--- config.mk ---
export PLATFORM = sky130hd
export DESIGN_NAME = rggen_round_robin_arbiter
export DESIGN_NICKNAME = d
export VERILOG_FILES = /design/src/rtl/rggen_round_robin_arbiter.sv
export SDC_FILE = /design/constraint.sdc
export NUM_CORES = 1
export LEC_CHECK = 0
export BUFFER_PORTS_ARGS = -buffer_cell sky130_fd_sc_hd__clkbuf_2
export CAP_MARGIN = 40
export CORE_AREA = 3 3 40 42
export CTS_CLUSTER_SIZE = 16
export DETAILED_ROUTE_END_ITERATION = 6
export DIE_AREA = 0 0 43 45
export GPL_TIMING_DRIVEN = 0
export REMOVE_ABC_BUFFERS = 1
export SLEW_MARGIN = 25
export SYNTH_ARGS = -nofsm -noshare
export SYNTH_HDL_FRONTEND = slang
export SYNTH_SLANG_ARGS = --single-unit
--- constraint.sdc ---
create_clock -name i_clk -period 1.9 [get_ports i_clk]
set_input_delay 0.19 -clock i_clk [delete_from_list [all_inputs] [get_ports i_clk]]
set_output_delay 0.19 -clock i_clk [all_outputs]
set_load 0.1 [all_outputs]
--- src/rtl/rggen_round_robin_arbiter.sv ---
// Registered round-robin arbiter: grants one of N requesters, holds the grant
// until i_done, then rotates priority to the requester after the released one.
module rggen_round_robin_arbiter #(
    parameter  int N           = 2,
    localparam int INDEX_WIDTH = (N >= 2) ? $clog2(N) : 1
) (
    input  logic                   i_clk,
    input  logic                   i_rst_n,
    input  logic [N-1:0]           i_request,
    input  logic                   i_done,
    output logic                   o_grant_valid,
    output logic [N-1:0]           o_grant,
    output logic [INDEX_WIDTH-1:0] o_grant_index
);

    localparam logic [0:0] IDLE    = 1'b0;
    localparam logic [0:0] GRANTED = 1'b1;

    logic [0:0]             state_q, state_d;
    logic [INDEX_WIDTH-1:0] ptr_q, ptr_d;
    logic [INDEX_WIDTH-1:0] index_q, index_d;
    logic [N-1:0]           grant_q, grant_d;

    logic [INDEX_WIDTH-1:0] next_ptr;
    logic [INDEX_WIDTH-1:0] base;
    logic [2*N-1:0]         rotated;
    logic                   win_found;
    logic [INDEX_WIDTH-1:0] win_index;
    logic [N-1:0]           win_grant;

    // Priority pointer as it will be after releasing the current owner.
    always_comb begin
        int nxt;
        nxt = int'(index_q) + 1;
        if (nxt >= N) begin
            nxt = 0;
        end
        next_ptr = nxt[INDEX_WIDTH-1:0];
    end

    // A release re-arbitrates against the post-release pointer, so the
    // current owner is scanned last and wins only when it is the sole request.
    assign base    = (state_q == GRANTED) ? next_ptr : ptr_q;
    assign rotated = {i_request, i_request} >> base;

    always_comb begin
        int j;
        // NOTE: every combinationally assigned signal gets a default first, so
        // no path through the block leaves it unassigned and infers a latch.
        win_found = 1'b0;
        win_index = '0;
        j         = 0;
        for (int i = 0; i < N; i++) begin
            if (!win_found && rotated[i]) begin
                win_found = 1'b1;
                j         = int'(base) + i;
                if (j >= N) begin
                    j = j - N;
                end
                win_index = j[INDEX_WIDTH-1:0];
            end
        end
        win_grant = win_found ? (N'(1) << win_index) : '0;
    end

    always_comb begin
        state_d = state_q;
        ptr_d   = ptr_q;
        index_d = index_q;
        grant_d = grant_q;
        if (state_q == IDLE || i_done) begin
            if (state_q == GRANTED) begin
                ptr_d = next_ptr;
            end
            if (win_found) begin
                state_d = GRANTED;
                index_d = win_index;
                grant_d = win_grant;
            end else begin
                state_d = IDLE;
                index_d = '0;
                grant_d = '0;
            end
        end
    end

    always_ff @(posedge i_clk or negedge i_rst_n) begin
        if (!i_rst_n) begin
            state_q <= IDLE;
            ptr_q   <= '0;
            index_q <= '0;
            grant_q <= '0;
        end else begin
            // NOTE: sequential state uses non-blocking assignments so every
            // flop samples the pre-edge values regardless of statement order.
            state_q <= state_d;
            ptr_q   <= ptr_d;
            index_q <= index_d;
            grant_q <= grant_d;
        end
    end

    assign o_grant_valid = (state_q == GRANTED);
    assign o_grant       = grant_q;
    assign o_grant_index = index_q;

endmodule

==> impl_metrics.yaml, run 1 <==
status:
  status: "complete, no violations"
synth:
  ys_types: 12
  post_synth.cell_area_avg_sq_um: 10.4
  synth_cells: 19
  ys_warn_count: 0
  syn_area_sq_um: 198
  ys_ff_latch: 4
  synth-seq-area-share_pct: 50.6
layout:
  final_common_cell: "clkbuf_2"
  fill_cells: 147
  area_delta_synth_final_pct: 42.4
  diodes: 0
  final_area_sq_um: 282
  final_cell_mix: "clkbuf_2, dfrtp_1, a21oi_1, nand2_1, clkbuf_4"
  num-nets-final: 37
  drive_gt1_share_pct: 43.3
grt:
  grt_pass1_wl_microns: 683
  grt-ovfl-total: 0
  grt_use_total_pct: 5.68
  grt_pass1_vias: 189
  antenna_found_initial: 0
  grt_max_degree: 9
clocking:
  cts_max_level: 1
  cts_max_path_buffers: 2
  clkSlewWorstSetupHoldPaths_ps: 40
  cts_setup_buffers: 0
  cts_tree: "done"
  cts_buffers: 3
  cts.sinks: 4
  worstSkewPairLatency_ps: 230
  clockRootBuffer: "clkbuf_4"
route:
  drtIter0Drc: 3
  viasPerCell: 4.22
  totalWireLength_microns: 456
  first_pass_iters: 2
  ant_nets: 0
  drcViolationCount: 0
  num_vias: 190
  wl_per_cell_microns: 10.1
power_and_ir_drop:
  total_power_uw: 323
  p_leak_uw: 0.000136
  power_density_nw_per_um2: 1150
  vdd_drop_max_mv: 0.155
setup_path:
  worstPathMaxFanout: 8
  max_stage_delay_ps: 500
  r2r_start: "o_grant_valid$_DFFE_PN0P_"
  rrSetupSlack_ps: 780
  crit_start: "o_grant_valid$_DFFE_PN0P_"
  worstSetupPathType: "flop to output pin"
  crit_buf_inv: 1
  crit_chain: "clkbuf_2"
  cp_top_family: "buffers and inverters"
  cp.required_ps: 1710
  cp_slowest_cell: "clkbuf_2"
  worstSetupStartpointType: "flop"
  cp_data_arrival_time_ps: 1200
  cp-end-kind: "output pin"
sta:
  slew-limit-headroom_pct: 64.1
  fin_crit_ps: 1390
  rsz0062_at_grt: "no"
  drv_slew: 0
  finalHoldViolations: 0
  finalSetupViolCount: 0
  skew_ps: 1.65
  period_share_pct: 73.1
  fin_ws_ps: 511
  fmax_mhz: 720
  worstMarginPinSlew_ps: 540
place:
  gp_congestion: 0.651
  io_buffers: 8
  dpl_worst_slack_ps: 765
  postPlaceCellArea_sq_um: 249
flow_run:
  max-cap-violations: 0
hold_path:
  hold_class: "input port to flop"
  hold_path_startpoint: "i_request[0]"
die:
  die_x_microns: 43
  die_area_sq_um: 1940
  boundaryPins: 9
  row_count: 13
  die_height_microns: 45
  start_util_pct: 15.4
  core_area_sq_um: 1280
[per-stage QoR]
| stage | hold slack [ps] | instances | utilization [%] | TNS (ps) |
|---|---|---|---|---|
| 4_1_cts | 172 | 45 | 21.9 | 0 |
| 2_1_floorplan | -106 | 18 | - | -210 |
| 5_1_grt | 174 | 45 | 21.9 | 0 |
| 3_3_place_gp | 2.20 | 41 | 19.4 | 0 |
| 3_5_place_dp | 2.50 | 41 | 19.4 | 0 |
| 6_report | 179 | 45 | 21.9 | 0 |
[registers in the layout (all words and copies together) (netlist names)]
name	cells
o_grant	2
o_grant_valid	1
ptr_q	1
[worst paths after layout]
kind                                        endpoint  cells past startpoint
max                                    o_grant_valid                      1
max in group asynchronous  o_grant_valid$_DFFE_PN0P_                      2
min                           o_grant[1]$_DFFE_PN0P_                      2
max reg2reg                   o_grant[0]$_DFFE_PN0P_                      2
min reg2reg                   o_grant[0]$_DFFE_PN0P_                      1
min in group asynchronous     o_grant[1]$_DFFE_PN0P_                      2
[layer usage]
metal | share of wire [%] | wire length, microns | vias to the layer above | global-route usage, %
li1 | - | - | 93 | -
met1 | 41 | 188 | 92 | 4.14
met2 | 54 | 246 | 5 | 8.98
met3 | 4.8 | 22 | 0 | 1.20
met4 | 0 | 0 | 0 | 10.8
met5 | 0 | 0 | - | 0
[final cells by class]
cell class	instances	area [sq um]	share of cell area, %
well taps	15	18.8	6.67
flip-flops and latches	4	100	35.6
repair buffers	9	50.0	17.8
multi-input cells	14	90.1	32.0
clock buffers	3	22.5	8.00
[where the power goes]
part	switching, uW	total (uW)	internal [uW]	leakage (uW)
clock	32.5	103	70.5	0.0000138
combinational	90.5	113	22.3	0.0000776
sequential	11.5	107	96.0	0.0000451
total	135	323	189	0.000136
[kinds of logic after synthesis]
family / share of synthesized area (%)
buffers and inverters: 3.80
muxes: 5.06
DFF: 50.6
AOI/OAI and AO/OA: 19.0
and+or+nand+nor: 21.5
[what timing repair did]
| item | CTS | global route |
|---|---|---|
| endpoints found under the hold margin | 4 | 0 |
| hold buffers | 1 | 0 |
| gates resized for setup | 0 | 0 |
[synth_stat cells, drive strengths merged]
| master | instances | area share [%] |
|---|---|---|
| a21oi | 3 | 7.6 |
| a221o | 1 | 5.7 |
| a31oi | 1 | 3.2 |
| buf | 1 | 3.8 |
| dfrtp | 4 | 51 |
| mux2i | 1 | 5.1 |
| nand2 | 3 | 5.7 |
| nand3 | 1 | 2.5 |
| nor2b | 2 | 10 |
| o21ai | 1 | 2.5 |
| or3 | 1 | 3.2 |
Power figures use the tool's default switching activity.
==> run 2, diff against run 1 <==
--- a/config.mk
+++ b/config.mk
@@ -5,6 +5,7 @@
 export SDC_FILE = /design/constraint.sdc
 export NUM_CORES = 1
 export LEC_CHECK = 0
+export ABC_AREA = 1
 export BUFFER_PORTS_ARGS = -buffer_cell sky130_fd_sc_hd__clkbuf_2
 export CAP_MARGIN = 40
 export CORE_AREA = 3 3 40 42
==> constraint.sdc (replaced) <==
create_clock -name i_clk -period 1.4 [get_ports i_clk]
set_input_delay 0.14 -clock i_clk [delete_from_list [all_inputs] [get_ports i_clk]]
set_output_delay 0.14 -clock i_clk [all_outputs]
set_load 0.1 [all_outputs]
==> impl_metrics.yaml, run 2 <==
power_and_ir_drop:
  p_leak_uw: 0.000158
  vdd_drop_max_mv: 0.346
  combPwrFrac_pct: 35.5
  p_switching_uw: 177
  clockPowerShare_pct: 32.3
  p_int_uw: 255
  pwr-share-seq_pct: 32.2
  p_sw_share_pct: 41.0
  power_density_nw_per_um2: 1460
place:
  postPlaceCellArea_sq_um: 264
  dpl.hpwl_microns: 340
  io_buffers: 8
  gp_congestion: 0.612
clocking:
  cts_max_level: 1
  clockRootBuffer: "clkbuf_4"
  cts_tree: "done"
  worstSkewPairLatency_ps: 230
  cts.sinks: 4
  cts_setup_buffers: 0
  clkSlewWorstSetupHoldPaths_ps: 40
  cts_buffers: 3
  cts_max_path_buffers: 2
die:
  die_area_sq_um: 1940
  die_x_microns: 43
  start_util_pct: 16.6
  row_count: 13
  boundaryPins: 9
  die_height_microns: 45
  core_area_sq_um: 1280
layout:
  register_area_sq_um: 100
  diodes: 0
  final_cell_mix: "nand2_1, clkbuf_2, dfrtp_1"
  final_area_sq_um: 297
  fill_cells: 150
  drive_gt1_share_pct: 45.7
  fin_util_pct: 23.1
  largest_reg_flops: 2
  num-nets-final: 42
  multi_input_area_sq_um: 91.3
  area_delta_synth_final_pct: 39.4
sta:
  finalSetupViolCount: 0
  setup_tns_ps: 0
  skew_ps: 0.628
  rsz0062_at_grt: "no"
  hold_ws_ps: 148
  fmax_mhz: 820
  drv_slew: 0
  slew-limit-headroom_pct: 64.1
  fin_crit_ps: 1220
  period_share_pct: 87.1
  finalHoldViolations: 0
  worstMarginPinSlew_ps: 540
route:
  top_layer: "met3"
  wl_met1_microns: 163
  totalWireLength_microns: 402
  drtIter0Drc: 0
  num_vias: 173
  first_pass_iters: 1
  wl_per_cell_microns: 8.04
  route.met3.wl_microns: 31
  drcViolationCount: 0
  ant_nets: 0
  viasPerCell: 3.46
  dr_wl_met2_microns: 207
synth:
  ys_top_cells_by_area: "dfrtp_1, nand2_1, nor2_8"
  synth_most_common_cell: "nand2_1"
  async_flop_share_pct: 100
  synth_edf_count: 0
  post_synth.cell_area_avg_sq_um: 8.86
  ys_types: 12
  yosysTopAreaCell: "dfrtp_1"
  ys_ff_latch: 4
  synth_cells: 24
  syn_area_sq_um: 213
  synth_common_cells: "nand2_1, dfrtp_1, nand3_1, nor2_1"
  synth-seq-area-share_pct: 47.1
  synth_top_area_share_pct: 47.1
  ys.flop_type: "dfrtp_1"
  ys_warn_count: 0
setup_path:
  worstSetupStartpointType: "flop"
  crit_chain: "clkbuf_2"
  cp_top_family: "buffers and inverters"
  cp_data_arrival_time_ps: 1080
  worstPathMaxFanout: 3
  cp-end-kind: "output pin"
  max_stage_delay_ps: 470
  crit_buf_inv: 1
  worstSetupPathType: "flop to output pin"
  cp_slowest_cell: "clkbuf_2"
  cp.required_ps: 1260
hold_path:
  hold_class: "input port to flop"
flow_run:
  max-cap-violations: 0
grt:
  grt_use_total_pct: 5.36
  antenna_found_initial: 0
  grt_pass1_wl_microns: 703
  grt_max_degree: 5
  grt_pass1_vias: 196
  grt-ovfl-total: 0
status:
  status: "complete, no violations"
[run 2: layout make-up]
| class | count | share of cell area, % |
|---|---|---|
| well taps | 15 | 6.33 |
| clock buffers | 3 | 7.59 |
| multi-input cells | 16 | 30.8 |
| flip-flops and latches | 4 | 33.8 |
| repair buffers | 9 | 16.9 |
| inverters | 3 | 4.64 |
[run 2: kinds of logic after synthesis]
| group | after synthesis | share of synthesized area [%] |
|---|---|---|
| DFF | 4 | 47.1 |
| AOI/OAI and AO/OA | 1 | 3.53 |
| and+or+nand+nor | 15 | 39.4 |
| buffers and inverters | 4 | 10.0 |
[run 2: metrics by stage]
stage | power, uW | std cells | worst slack [ps]
finish | 433 | 50 | 181
global route | 456 | 50 | 137
CTS | 446 | 50 | 157
detailed placement | 294 | 46 | 414
global placement | 293 | 46 | 410
floorplan | 264 | 23 | -681
[run 2: per-layer routing]
metal	track usage, %	up-vias
li1	-	97
met4	7.23	0
met3	1.59	0
met5	0	-
met1	4.89	72
met2	8.38	4
[run 2: worst reg2reg max path, cell delays in order (launching register included)]
cell and delay (ps):
dfrtp_1 390, inv_2 120, nand2_2 70, nand3_1 90, nand2_1 50, nand2_1 60, nand2_1 50
[run 2: repair_timing]
| item | 4_1_cts | 5_1_grt |
|---|---|---|
| gates resized for setup | 0 | 0 |
| hold endpoints to repair | 4 | 0 |
| hold buffers | 1 | 0 |
[run 2: power by group through the flow]
stage | sequential [uW] | clock (uW) | combinational (uW)
finish | 139 | 140 | 154
global route | 141 | 151 | 165
CTS | 140 | 151 | 155
detailed placement | 141 | 0 | 153
global placement | 141 | 0 | 152
floorplan | 230 | 0 | 34.6
[run 2: final timing paths]
check | from | to | slack, ps | depth (start not counted)
hold / removal | i_request[0] | o_grant_valid$_DFFE_PN0P_ | 150 | 3
setup reg to reg | o_grant_valid$_DFFE_PN0P_ | o_grant[0]$_DFFE_PN0P_ | 450 | 6
hold reg to reg | o_grant[0]$_DFFE_PN0P_ | o_grant[0]$_DFFE_PN0P_ | 490 | 2
setup / recovery | o_grant_valid$_DFFE_PN0P_ | o_grant_valid | 180 | 1
max in group asynchronous | i_rst_n | o_grant[0]$_DFFE_PN0P_ | 1040 | 2
min in group asynchronous | i_rst_n | ptr_q$_DFFE_PN0P_ | 240 | 2
